$ cat config.mk
export PLATFORM = sky130hd
export DESIGN_NAME = display_scan
export DESIGN_NICKNAME = d
export VERILOG_FILES = /design/src/rtl/display_scan_pkg.sv /design/src/rtl/display_scan_lz_blank_mask.sv /design/src/rtl/display_scan.sv
export SDC_FILE = /design/constraint.sdc
export NUM_CORES = 1
export LEC_CHECK = 0
export ABC_CLOCK_PERIOD_IN_PS = 2600
export BUFFER_PORTS_ARGS = -buffer_cell sky130_fd_sc_hd__clkbuf_2
export CORE_AREA = 2 2 56 79
export DETAILED_ROUTE_END_ITERATION = 6
export DIE_AREA = 0 0 58 81
export SLEW_MARGIN = 10
export SYNTH_ARGS = -nofsm -noshare
export SYNTH_HDL_FRONTEND = slang
export SYNTH_SLANG_ARGS = --single-unit
$ cat constraint.sdc
create_clock -name clk -period 2.6 [get_ports clk]
set_clock_uncertainty 0.2 [all_clocks]
set_input_delay 0.26 -clock clk [delete_from_list [all_inputs] [get_ports clk]]
set_output_delay 0.26 -clock clk [all_outputs]
set_load 0.1 [all_outputs]
$ cat src/rtl/display_scan_pkg.sv
// Shared display codes and sizing helpers for the digit scanner and the
// downstream 7-segment decoder.
package display_scan_pkg;

   localparam logic [3:0] CODE_ZERO  = 4'd0;
   localparam logic [3:0] CODE_DASH  = 4'd10;
   localparam logic [3:0] CODE_L     = 4'd11;
   localparam logic [3:0] CODE_C     = 4'd12;
   localparam logic [3:0] CODE_R     = 4'd13;
   localparam logic [3:0] CODE_E     = 4'd14;
   localparam logic [3:0] CODE_BLANK = 4'd15;

   // Counter must hold 0..max(a,b)-1; never narrower than one bit.
   function automatic int cnt_width(input int a, input int b);
      int m;
      m = (a > b) ? a : b;
      return (m <= 1) ? 1 : $clog2(m);
   endfunction

endpackage

$ cat src/rtl/display_scan_lz_blank_mask.sv
// Leading-zero blank mask: bit i set when digit i and every more significant
// digit hold code 0. Digit 0 is never blanked.
module lz_blank_mask
   import display_scan_pkg::*;
#(
   parameter int DIGITS = 4
) (
   input  logic [4*DIGITS-1:0] digits,
   input  logic                lz_blank,
   output logic [DIGITS-1:0]   mask
);

   logic all_zero;

   always_comb begin
      mask     = '0;
      all_zero = 1'b1;
      for (int i = DIGITS - 1; i >= 0; i--) begin
         all_zero = all_zero & (digits[4*i +: 4] == CODE_ZERO);
         if (i != 0) mask[i] = lz_blank & all_zero;
      end
   end

endmodule

$ cat src/rtl/display_scan.sv
// Time-multiplexed scanner for a common-segment multi-digit 7-segment display.
// state | meaning
// GAP   | dead time, decoder deselected, all digit enables low
// SHOW  | digit idx enabled, latched code driven to the decoder
module display_scan
   import display_scan_pkg::*;
#(
   parameter int DIGITS   = 4,
   parameter int SCAN_DIV = 1000,
   parameter int GAP_CYC  = 8,
   parameter int AW       = 2
) (
   input  logic              clk,
   input  logic              reset,
   input  logic              enable,
   input  logic              wr_en,
   input  logic [AW-1:0]     wr_addr,
   input  logic [3:0]        wr_data,
   input  logic              lz_blank,
   output logic [3:0]        data_out,
   output logic              dec_select,
   output logic [DIGITS-1:0] digit_en
);

   localparam int CW = cnt_width(SCAN_DIV, GAP_CYC);

   localparam logic ST_GAP  = 1'b0;
   localparam logic ST_SHOW = 1'b1;

   localparam logic [CW-1:0] GAP_LAST  = CW'(GAP_CYC - 1);
   localparam logic [CW-1:0] SHOW_LAST = CW'(SCAN_DIV - 1);
   localparam logic [AW-1:0] IDX_LAST  = AW'(DIGITS - 1);

   logic                     state;
   logic [CW-1:0]            cnt;
   logic [AW-1:0]            idx;
   logic [DIGITS-1:0][3:0]   store;
   logic [DIGITS-1:0]        mask;
   logic [3:0]               eff_code;

   lz_blank_mask #(.DIGITS(DIGITS)) u_lz_blank_mask (
      .digits   (store),
      .lz_blank (lz_blank),
      .mask     (mask)
   );

   // Effective code of the digit about to be shown, sampled from the store
   // as it stands before any write on the same edge.
   always_comb begin
      eff_code = CODE_BLANK;
      for (int i = 0; i < DIGITS; i++) begin
         if (idx == AW'(i)) eff_code = mask[i] ? CODE_BLANK : store[i];
      end
   end

   always_ff @(posedge clk) begin
      if (reset) begin
         store      <= {DIGITS{CODE_BLANK}};
         state      <= ST_GAP;
         cnt        <= '0;
         idx        <= '0;
         data_out   <= CODE_BLANK;
         dec_select <= 1'b0;
         digit_en   <= '0;
      end else begin
         // Addresses at or above DIGITS match no entry and are dropped.
         if (wr_en) begin
            for (int i = 0; i < DIGITS; i++) begin
               if (wr_addr == AW'(i)) store[i] <= wr_data;
            end
         end

         if (!enable) begin
            state      <= ST_GAP;
            cnt        <= '0;
            data_out   <= CODE_BLANK;
            dec_select <= 1'b0;
            digit_en   <= '0;
         end else begin
            case (state)
               ST_GAP: begin
                  if (cnt == GAP_LAST) begin
                     state      <= ST_SHOW;
                     cnt        <= '0;
                     data_out   <= eff_code;
                     dec_select <= 1'b1;
                     digit_en   <= DIGITS'(1) << idx;
                  end else begin
                     cnt <= cnt + CW'(1);
                  end
               end
               default: begin
                  if (cnt == SHOW_LAST) begin
                     state      <= ST_GAP;
                     cnt        <= '0;
                     idx        <= (idx == IDX_LAST) ? '0 : idx + AW'(1);
                     data_out   <= CODE_BLANK;
                     dec_select <= 1'b0;
                     digit_en   <= '0;
                  end else begin
                     cnt <= cnt + CW'(1);
                  end
               end
            endcase
         end
      end
   end

endmodule

After elaboration in Yosys (flattened, before gate mapping)
Cells that the tools add are included.
{"block": "totals", "output_inout_bits": 9, "wordCells": 64, "latch_bits": 0, "ram_bits": 0, "ff_bits": 38, "in_bits": 11, "n_memories": 0, "romBits": 0}
{"block": "classes", "n_eq_ne": 9, "mux": 23, "shifts": 1, "mul": 0, "reduce_logical": 13, "addsub": 2, "n_bitwise": 6, "magnitude_cmp": 0, "div": 0}
{"op": "two-way mux 4 bit", "count": 13}
{"op": "two-way mux 10 bit", "count": 3}
{"op": "logical NOT 4 bit", "count": 3}
{"op": "adder 10 x 1 -> 10 bit, second input constant", "count": 1}
{"op": "== test 10 bit, second input constant", "count": 1}
{"op": "== test 10 x 3 -> 1 bit, second input constant", "count": 1}
{"op": "AND reduction 2 bit", "count": 5}
{"op": "== test 2 bit, second input constant", "count": 4}
{"op": "two-way mux 1 bit", "count": 6}
{"op": "bitwise AND 1 bit", "count": 5}
{"op": "== test 2 x 1 -> 1 bit, second input constant", "count": 2}
{"op": "logical NOT 2 bit", "count": 2}
{"op": "left shift 1 x 2 -> 4 bit, first input constant", "count": 1}
{"op": "AND reduction 3 bit", "count": 1}
{"op": "adder 2 x 1 -> 2 bit, second input constant", "count": 1}
{"op": "two-way mux 2 bit", "count": 1}
{"op": "inequality test 2 x 1 -> 1 bit, second input constant", "count": 1}
{"op": "nonzero test 2 bit", "count": 1}
{"op": "OR reduction 2 bit", "count": 1}
{"op": "NOT 1 bit", "count": 1}

Depth between registers and ports, before layout
Gate-level depths: netlist (run 1).
{"block": "logic_depth", "depth_word": 10, "ltp_mapped": 7, "depth_no_buf": 7}

Cells and area by module
Synthesis (run 1) repeated with hierarchy kept, for this count alone.
{"block": "hier_totals", "cells_unflattened": 193, "area_unflattened_um2": 1742.9}
{"mod": "display_scan", "seq_area_each_um2": 760.7, "instances": 1, "cells_each": 185, "area_per_inst_um2": 1685.4}
{"mod": "lz_blank_mask", "seq_area_each_um2": 0.0, "instances": 1, "cells_each": 8, "area_per_inst_um2": 57.6}

Worst setup path before layout (run 1)
OpenSTA, ideal clock, no wires.
{"block": "synth_timing", "path_kind": "reg2reg", "startpoint": "register cnt[6]", "endpoint": "register digit_en[0]", "setup_ns": 0.118, "period_less_slack_ns": 2.013, "t_required_ns": 2.282, "path_stages_with_launch": 5, "slack_ns": 0.587, "n_path_buf": 0, "t_arrival_ns": 1.696, "path_cell_list": "dfxtp_1 > or4_1 > or4_4 > and3_4 > a22o_1"}
{"block": "synth_via", "elab_chain_len": 3, "elab_cells_between_ends": 5, "cone_classes": "eq/ne (3); reduce/logical (2)"}
{"item": "start: declaration", "line": "display_scan.sv:35", "text": "logic [CW-1:0] cnt;"}
{"item": "start signal: assignment", "line": "display_scan.sv:89", "text": "cnt <= cnt + CW'(1);"}
{"item": "start signal: assignment", "line": "display_scan.sv:101", "text": "cnt <= cnt + CW'(1);"}
{"item": "== test 10 bit / == test 10 x 3 -> 1 bit (equally long branches)", "line": "display_scan.sv:93, display_scan.sv:82"}
{"item": "inequality test 2 x 1 -> 1 bit (no line) / nonzero test 2 bit (equally long branches)"}
{"item": "AND reduction 2 bit (no line) (*)"}
{"item": "end signal: assignment", "line": "display_scan.sv:87", "text": "digit_en <= DIGITS'(1) << idx;"}
{"item": "end: declaration", "line": "display_scan.sv:22", "text": "output logic [DIGITS-1:0] digit_en"}
Every way passes the cells marked *; elsewhere a longest branch is shown, timed or not.
A chain may end at the register's enable or synchronous reset.

Worst setup path in the final report (run 1)
{"block": "layout_timing", "startpoint": "register cnt[0]", "endpoint": "register digit_en[2]"}
The elaborated chain is that of the path after synthesis.

==> out/metrics.cfg, run 1 <==
[status]
outcome = completed

[setup_path]
cp_cell_sequence = ha_1 -> nand4bb_1 -> or4_4 -> and3_4 -> a22o_1
crit_buf_inv = 0
required_ns = 2.57
path_max_fanout = 5
critPathMaxStageDelay_ns = 0.58
crit_arrival_ns = 2.14
cpMaxStageDelayCell = or4_4
r2r_slack_ns = 0.43
reg2reg_depth = 5
critPathKind = reg2reg
critPathLaunchType = register
rr_endpoint = digit_en[2]$_SDFFE_PP0P_
reg2reg_from = cnt[0]$_SDFF_PP0_
crit_family = simple AND/OR/NAND/NOR gates
crit_path_end_kind = register

[place]
gp_congestion = 0.892
portBuffers = 19
place_area_sq_mm = 0.00189
post-dp-hpwl_microns = 2980

[synthesis]
synth-simple-area-share_pct = 29.2
netlist_instances = 197
synth-async-reset-ratio_pct = 0
synth_commonest_cells = nor2_1 (40), dfxtp_1 (38), a211o_1 (20), nand3_1 (12)
syn_area_sq_mm = 0.00176
synth_fp_nets = 213
synthTopCellsByArea = dfxtp_1 (43%), a211o_1 (10%), nor2_1 (8.5%)
yosysMostFrequentCell = nor2_1
synth_xor_area_share_pct = 3.99
postSynthAreaPerCell_sq_um = 8.92
synth-compound-area-share_pct = 16.8
synth_top_area_share_pct = 43.3
ys_warn_count = 0
synth_cell_types = 37
synth.largest_area_cell = dfxtp_1
synth-edff-count = 0
synth_top_family_by_area = simple AND/OR/NAND/NOR gates
synth_seq_cells = 38
synth_fa_ha_area_share_pct = 3.56
synth_seq_area_share_pct = 43.3
postSynth.topFlopCell = dfxtp_1
synth_mux_area_share_pct = 0.570

[final_layout]
fillCellCount = 401
final_net_count = 240
area_delta_synth_final_pct = 16.3
drive_above_1_share_pct = 15.1
antenna_cells = 0
design_area_sq_mm = 0.00204

[drt]
firstDrtPassIters = 4
drc = 0
wl_per_cell_microns = 14.0
postRouteAntennaNets = 0
first_iter_violations = 71
vias = 1512
vias_per_cell = 5.60
routed_wl_microns = 3790

[min_path]
holdPathStages = 4
min_to = idx[0]$_SDFFE_PP0P_
worstHoldStart = enable
hold_path_class = in2reg

[timing]
drv_slew = 0
worstMarginPinSlew_ns = 0.522
min_period_over_period_pct = 83.3
rsz0062_at_grt = false
maxSlewHeadroom_pct = 64.7
fmax_ghz = 0.462
period_needed_ns = 2.17
fin_setup_tns_ns = 0
finalSetupViolCount = 0
hold_violations = 0

[floorplan]
dieArea_sq_mm = 0.00470
start_util_pct = 43.2
io_pins = 20
rows = 28
fp.dieH_microns = 81
core_sq_mm = 0.00406
die_w_microns = 58

[cts]
cts_buffer_depth = 2
h-tree-depth = 2
cts_buffers = 5
path_clk_slew_ns = 0.07
postCtsSetupBuffers = 0
cts_tree = done
root_buffer = clkbuf_8
clock_latency_ns = 0.28
cts.sinks = 38

[grt]
antenna_found_initial = 0
grt_pass1_vias = 1505
grt.total_usage_pct = 18.0
grt-ovfl-total = 0
grt_max_degree = 21
grt_pass1_wl_microns = 6480

[power_and_ir_drop]
ir_worst_vdd_mv = 0.364
powerDensity_mw_per_mm2 = 556
leakage_nw = 0.806

[job]
maxCapViolations = 0

[cell type report]
cell class | count | area (sq um) | area share, %
multi-input cells | 149 | 951 | 46.5
flip-flops and latches | 38 | 761 | 37.2
repair buffers | 24 | 143 | 6.98
clock buffers | 8 | 110 | 5.39
well taps | 45 | 56.3 | 2.76
inverters | 6 | 22.5 | 1.10
[through the flow]
stage	util (%)	power (W)	hold WS, ns	setup slack, ns	cells
floorplan	-	0.000661	0.178	0.587	197
global placement	46.6	0.000681	0.240	0.548	258
detailed placement	46.6	0.000684	0.256	0.457	258
CTS	50.3	0.00115	0.179	0.445	270
global route	50.3	0.00118	0.221	0.276	270
finish	50.3	0.00114	0.198	0.434	270
[report_power, final]
| part | total (W) | leakage, nW | switching (W) | internal [W] |
|---|---|---|---|---|
| clock network | 0.000461 | 0.0575 | 0.000193 | 0.000268 |
| logic | 0.0000648 | 0.439 | 0.0000346 | 0.0000302 |
| registers | 0.000611 | 0.309 | 0.0000142 | 0.000596 |
| total | 0.00114 | 0.806 | 0.000242 | 0.000894 |
[worst register-to-register path: cells and delay by family (launching register included)]
kind | cells | cell delay (ns)
flip-flops | 1 | 0.38
adder cells (fa/ha/maj) | 1 | 0.25
AO/OA/AOI/OAI | 1 | 0.23
AND/OR/NAND/NOR | 3 | 1.01
[sequential cells by signal, indices dropped and copies added, names as in the netlist]
register,flops
state,1
idx,2
dec_select,1
digit_en,4
data_out,4
cnt,10
store,16
[kinds of logic (layout without fill, tap and decap cells)]
kind of cell	after synthesis	in the layout
AND/OR/NAND/NOR	95	95
multiplexers	1	1
flip-flops	38	38
adder cells (fa/ha/maj)	5	5
buffers and inverters	10	38
XOR/XNOR	8	8
AO/OA/AOI/OAI	40	40
[what timing repair did]
| item | in CTS | in global routing |
|---|---|---|
| resized for setup | 0 | 0 |
| endpoints found under the hold margin | 4 | 0 |
| endpoints found under the setup margin | 0 | 0 |
| hold buffers | 4 | 0 |
[per-layer routing]
| metal | share of wire (%) | wire length, microns | vias up | global-route usage, % |
|---|---|---|---|---|
| met5 | 0 | 0 | - | 0 |
| met4 | 2.6 | 99 | 0 | 9.53 |
| met3 | 4.0 | 152 | 10 | 4.62 |
| met2 | 55 | 2070 | 41 | 33.5 |
| met1 | 39 | 1470 | 705 | 18.0 |
| li1 | - | - | 756 | - |
[placed cells by master (no fill, tap or decap), types with 4 or more instances in the layout]
master and instances:
o21ai_0 9, xor2_1 4, nand3_1 12, ha_1 5
inv_1 6, clkbuf_8 8, nor2_1 40, and3_1 5
clkbuf_2 19, a211o_1 20, xnor2_1 4, nor2b_1 9
a22o_1 4, dfxtp_1 38, a31oi_1 4, dlygate4sd3_1 4
[worst max-delay path by stage]
| stage | start | end | slack (ns) | depth (start not counted) |
|---|---|---|---|---|
| global placement | lz_blank | data_out[1]$_SDFFE_PP1P_ | 0.55 | 6 |
| detailed placement | cnt[0]$_SDFF_PP0_ | digit_en[2]$_SDFFE_PP0P_ | 0.46 | 5 |
| CTS | cnt[0]$_SDFF_PP0_ | digit_en[2]$_SDFFE_PP0P_ | 0.45 | 5 |
| finish | cnt[0]$_SDFF_PP0_ | digit_en[2]$_SDFFE_PP0P_ | 0.43 | 5 |
| floorplan | cnt[6]$_SDFF_PP0_ | digit_en[0]$_SDFFE_PP0P_ | 0.59 | 4 |
| global route | cnt[0]$_SDFF_PP0_ | data_out[3]$_SDFFE_PP1P_ | 0.28 | 6 |
No activity file was read; power rests on OpenSTA's default activity.
==> inputs of run 2 (changes only) <==
- ABC_CLOCK_PERIOD_IN_PS: 2600 -> 2100
- clock period: 2.6 -> 2.1 ns (I/O delays scaled with it)
==> out/metrics.cfg, run 2 (synthesized netlist as in run 1, its figures left out) <==
[drt]
routed_wl_microns = 3960
vias_per_cell = 5.57
firstDrtPassIters = 4
drc = 0
vias = 1543
first_iter_violations = 57
wl_per_cell_microns = 14.3
postRouteAntennaNets = 0

[cts]
cts_tree = done
h-tree-depth = 2
cts_buffers = 5
clock_latency_ns = 0.28
path_clk_slew_ns = 0.07
root_buffer = clkbuf_8
cts_buffer_depth = 2
cts.sinks = 38

[final_layout]
fin_util_pct = 51.3
top_register = store
top_regs = store: 16 flops, cnt: 10 flops
final_cell_mix = nor2_1 (40), dfxtp_1 (36), a211o_1 (20)
mostFrequentLayoutCell = nor2_1
area_delta_synth_final_pct = 18.6
antenna_cells = 0
largest_register_ffs = 16
drive_above_1_share_pct = 18.5
final_net_count = 247

[power_and_ir_drop]
ir_worst_vdd_mv = 0.492
leakage_nw = 0.833
powerDensity_mw_per_mm2 = 649

[timing]
min_period_over_period_pct = 98.7
timing.hold.ws_ns = 0.154
maxSlewHeadroom_pct = 63.8
rsz0062_at_grt = true
drv_slew = 0
setup_slack_ns = 0.0268
fin_setup_tns_ns = 0
fmax_ghz = 0.482
hold_violations = 0
worstMarginPinSlew_ns = 0.546
finalSetupViolCount = 0
period_needed_ns = 2.07

[min_path]
hold_path_class = in2reg
holdPathStages = 4

[grt]
grt.total_usage_pct = 18.4
grt_pass1_vias = 1499
grt-ovfl-total = 0
antenna_found_initial = 0
grt_max_degree = 21
grt_pass1_wl_microns = 6530

[floorplan]
rows = 28
io_pins = 20
dieArea_sq_mm = 0.00470
fp.dieH_microns = 81
start_util_pct = 43.2
core_sq_mm = 0.00406
die_w_microns = 58

[setup_path]
cpMostUsedCell = or4_4
reg2reg_depth = 4
critPathMaxStageDelay_ns = 0.52
critPathKind = reg2reg
required_ns = 2.08
crit_path_end_kind = register
cp_cell_sequence = or4_4 -> or4_4 -> and3_4 -> a22o_1
critPathLaunchType = register
cpMaxStageDelayCell = or4_4
path_max_fanout = 5
crit_arrival_ns = 2.05

[place]
post-dp-hpwl_microns = 3050
gp_congestion = 0.904
portBuffers = 19
pre_cts_slack_ns = 0.0348

[job]
maxCapViolations = 0

[status]
outcome = completed

run 2: cell types whose count changed in the layout (fill, tap and decap cells not counted), moves of 2 or more:
cell	before	now
o21ai_1	0	2
dfxtp_2	0	2
buf_4	1	8
clkbuf_8	8	6
dfxtp_1	38	36
o21ai_0	9	7
run 2: final cells by class:
type,instances,area (sq um)
sequential,38,763
timing repair buffer,31,195
inverter,6,22.5
tap,45,56.3
clock inverter,1,5.00
multi-input combinational,149,955
clock buffer,7,86.3
fill,388,1980
run 2: per-stage QoR:
stage               cells  cell area (sq um)  power (W)
floorplan             197               1760   0.000818
global placement      264               1940   0.000844
detailed placement    264               1940   0.000847
CTS                   276               2070    0.00136
global route          277               2080    0.00141
finish                277               2080    0.00135
run 2: where the power goes:
part / total, W / switching, W / internal, W / leakage [nW]
Combinational: 0.0000802 / 0.0000427 / 0.0000376 / 0.475
Sequential: 0.000756 / 0.0000175 / 0.000738 / 0.310
Clock: 0.000516 / 0.000251 / 0.000265 / 0.0482
run 2: final timing paths:
| check | startpoint | to | slack, ns |
|---|---|---|---|
| setup / recovery | state$_SDFF_PP0_ | digit_en[0]$_SDFFE_PP0P_ | 0.03 |
| hold / removal | enable | idx[1]$_SDFFE_PP0P_ | 0.15 |
| setup reg to reg | state$_SDFF_PP0_ | digit_en[0]$_SDFFE_PP0P_ | 0.03 |
| hold reg to reg | cnt[0]$_SDFF_PP0_ | cnt[0]$_SDFF_PP0_ | 0.23 |
run 2: layer usage:
layer  global-route usage, %  part of all wire, %
met1                    17.8                   39
met2                    34.7                   54
met3                    4.94                  3.9
met4                    9.77                  3.2
met5                       0                    0
run 2: what timing repair did:
item / 4_1_cts / 5_1_grt
hold buffers: 4 / 0
hold endpoints to repair: 4 / 0
setup buffers: 0 / 1
gates resized for setup: 0 / 5
setup endpoints to repair: 0 / 8
run 2: critical path, delay by kind of cell (launching register included):
family             cells  cell delay (ns)
and+or+nand+nor        3             1.22
AOI/OAI and AO/OA      1             0.22
DFF                    1             0.33
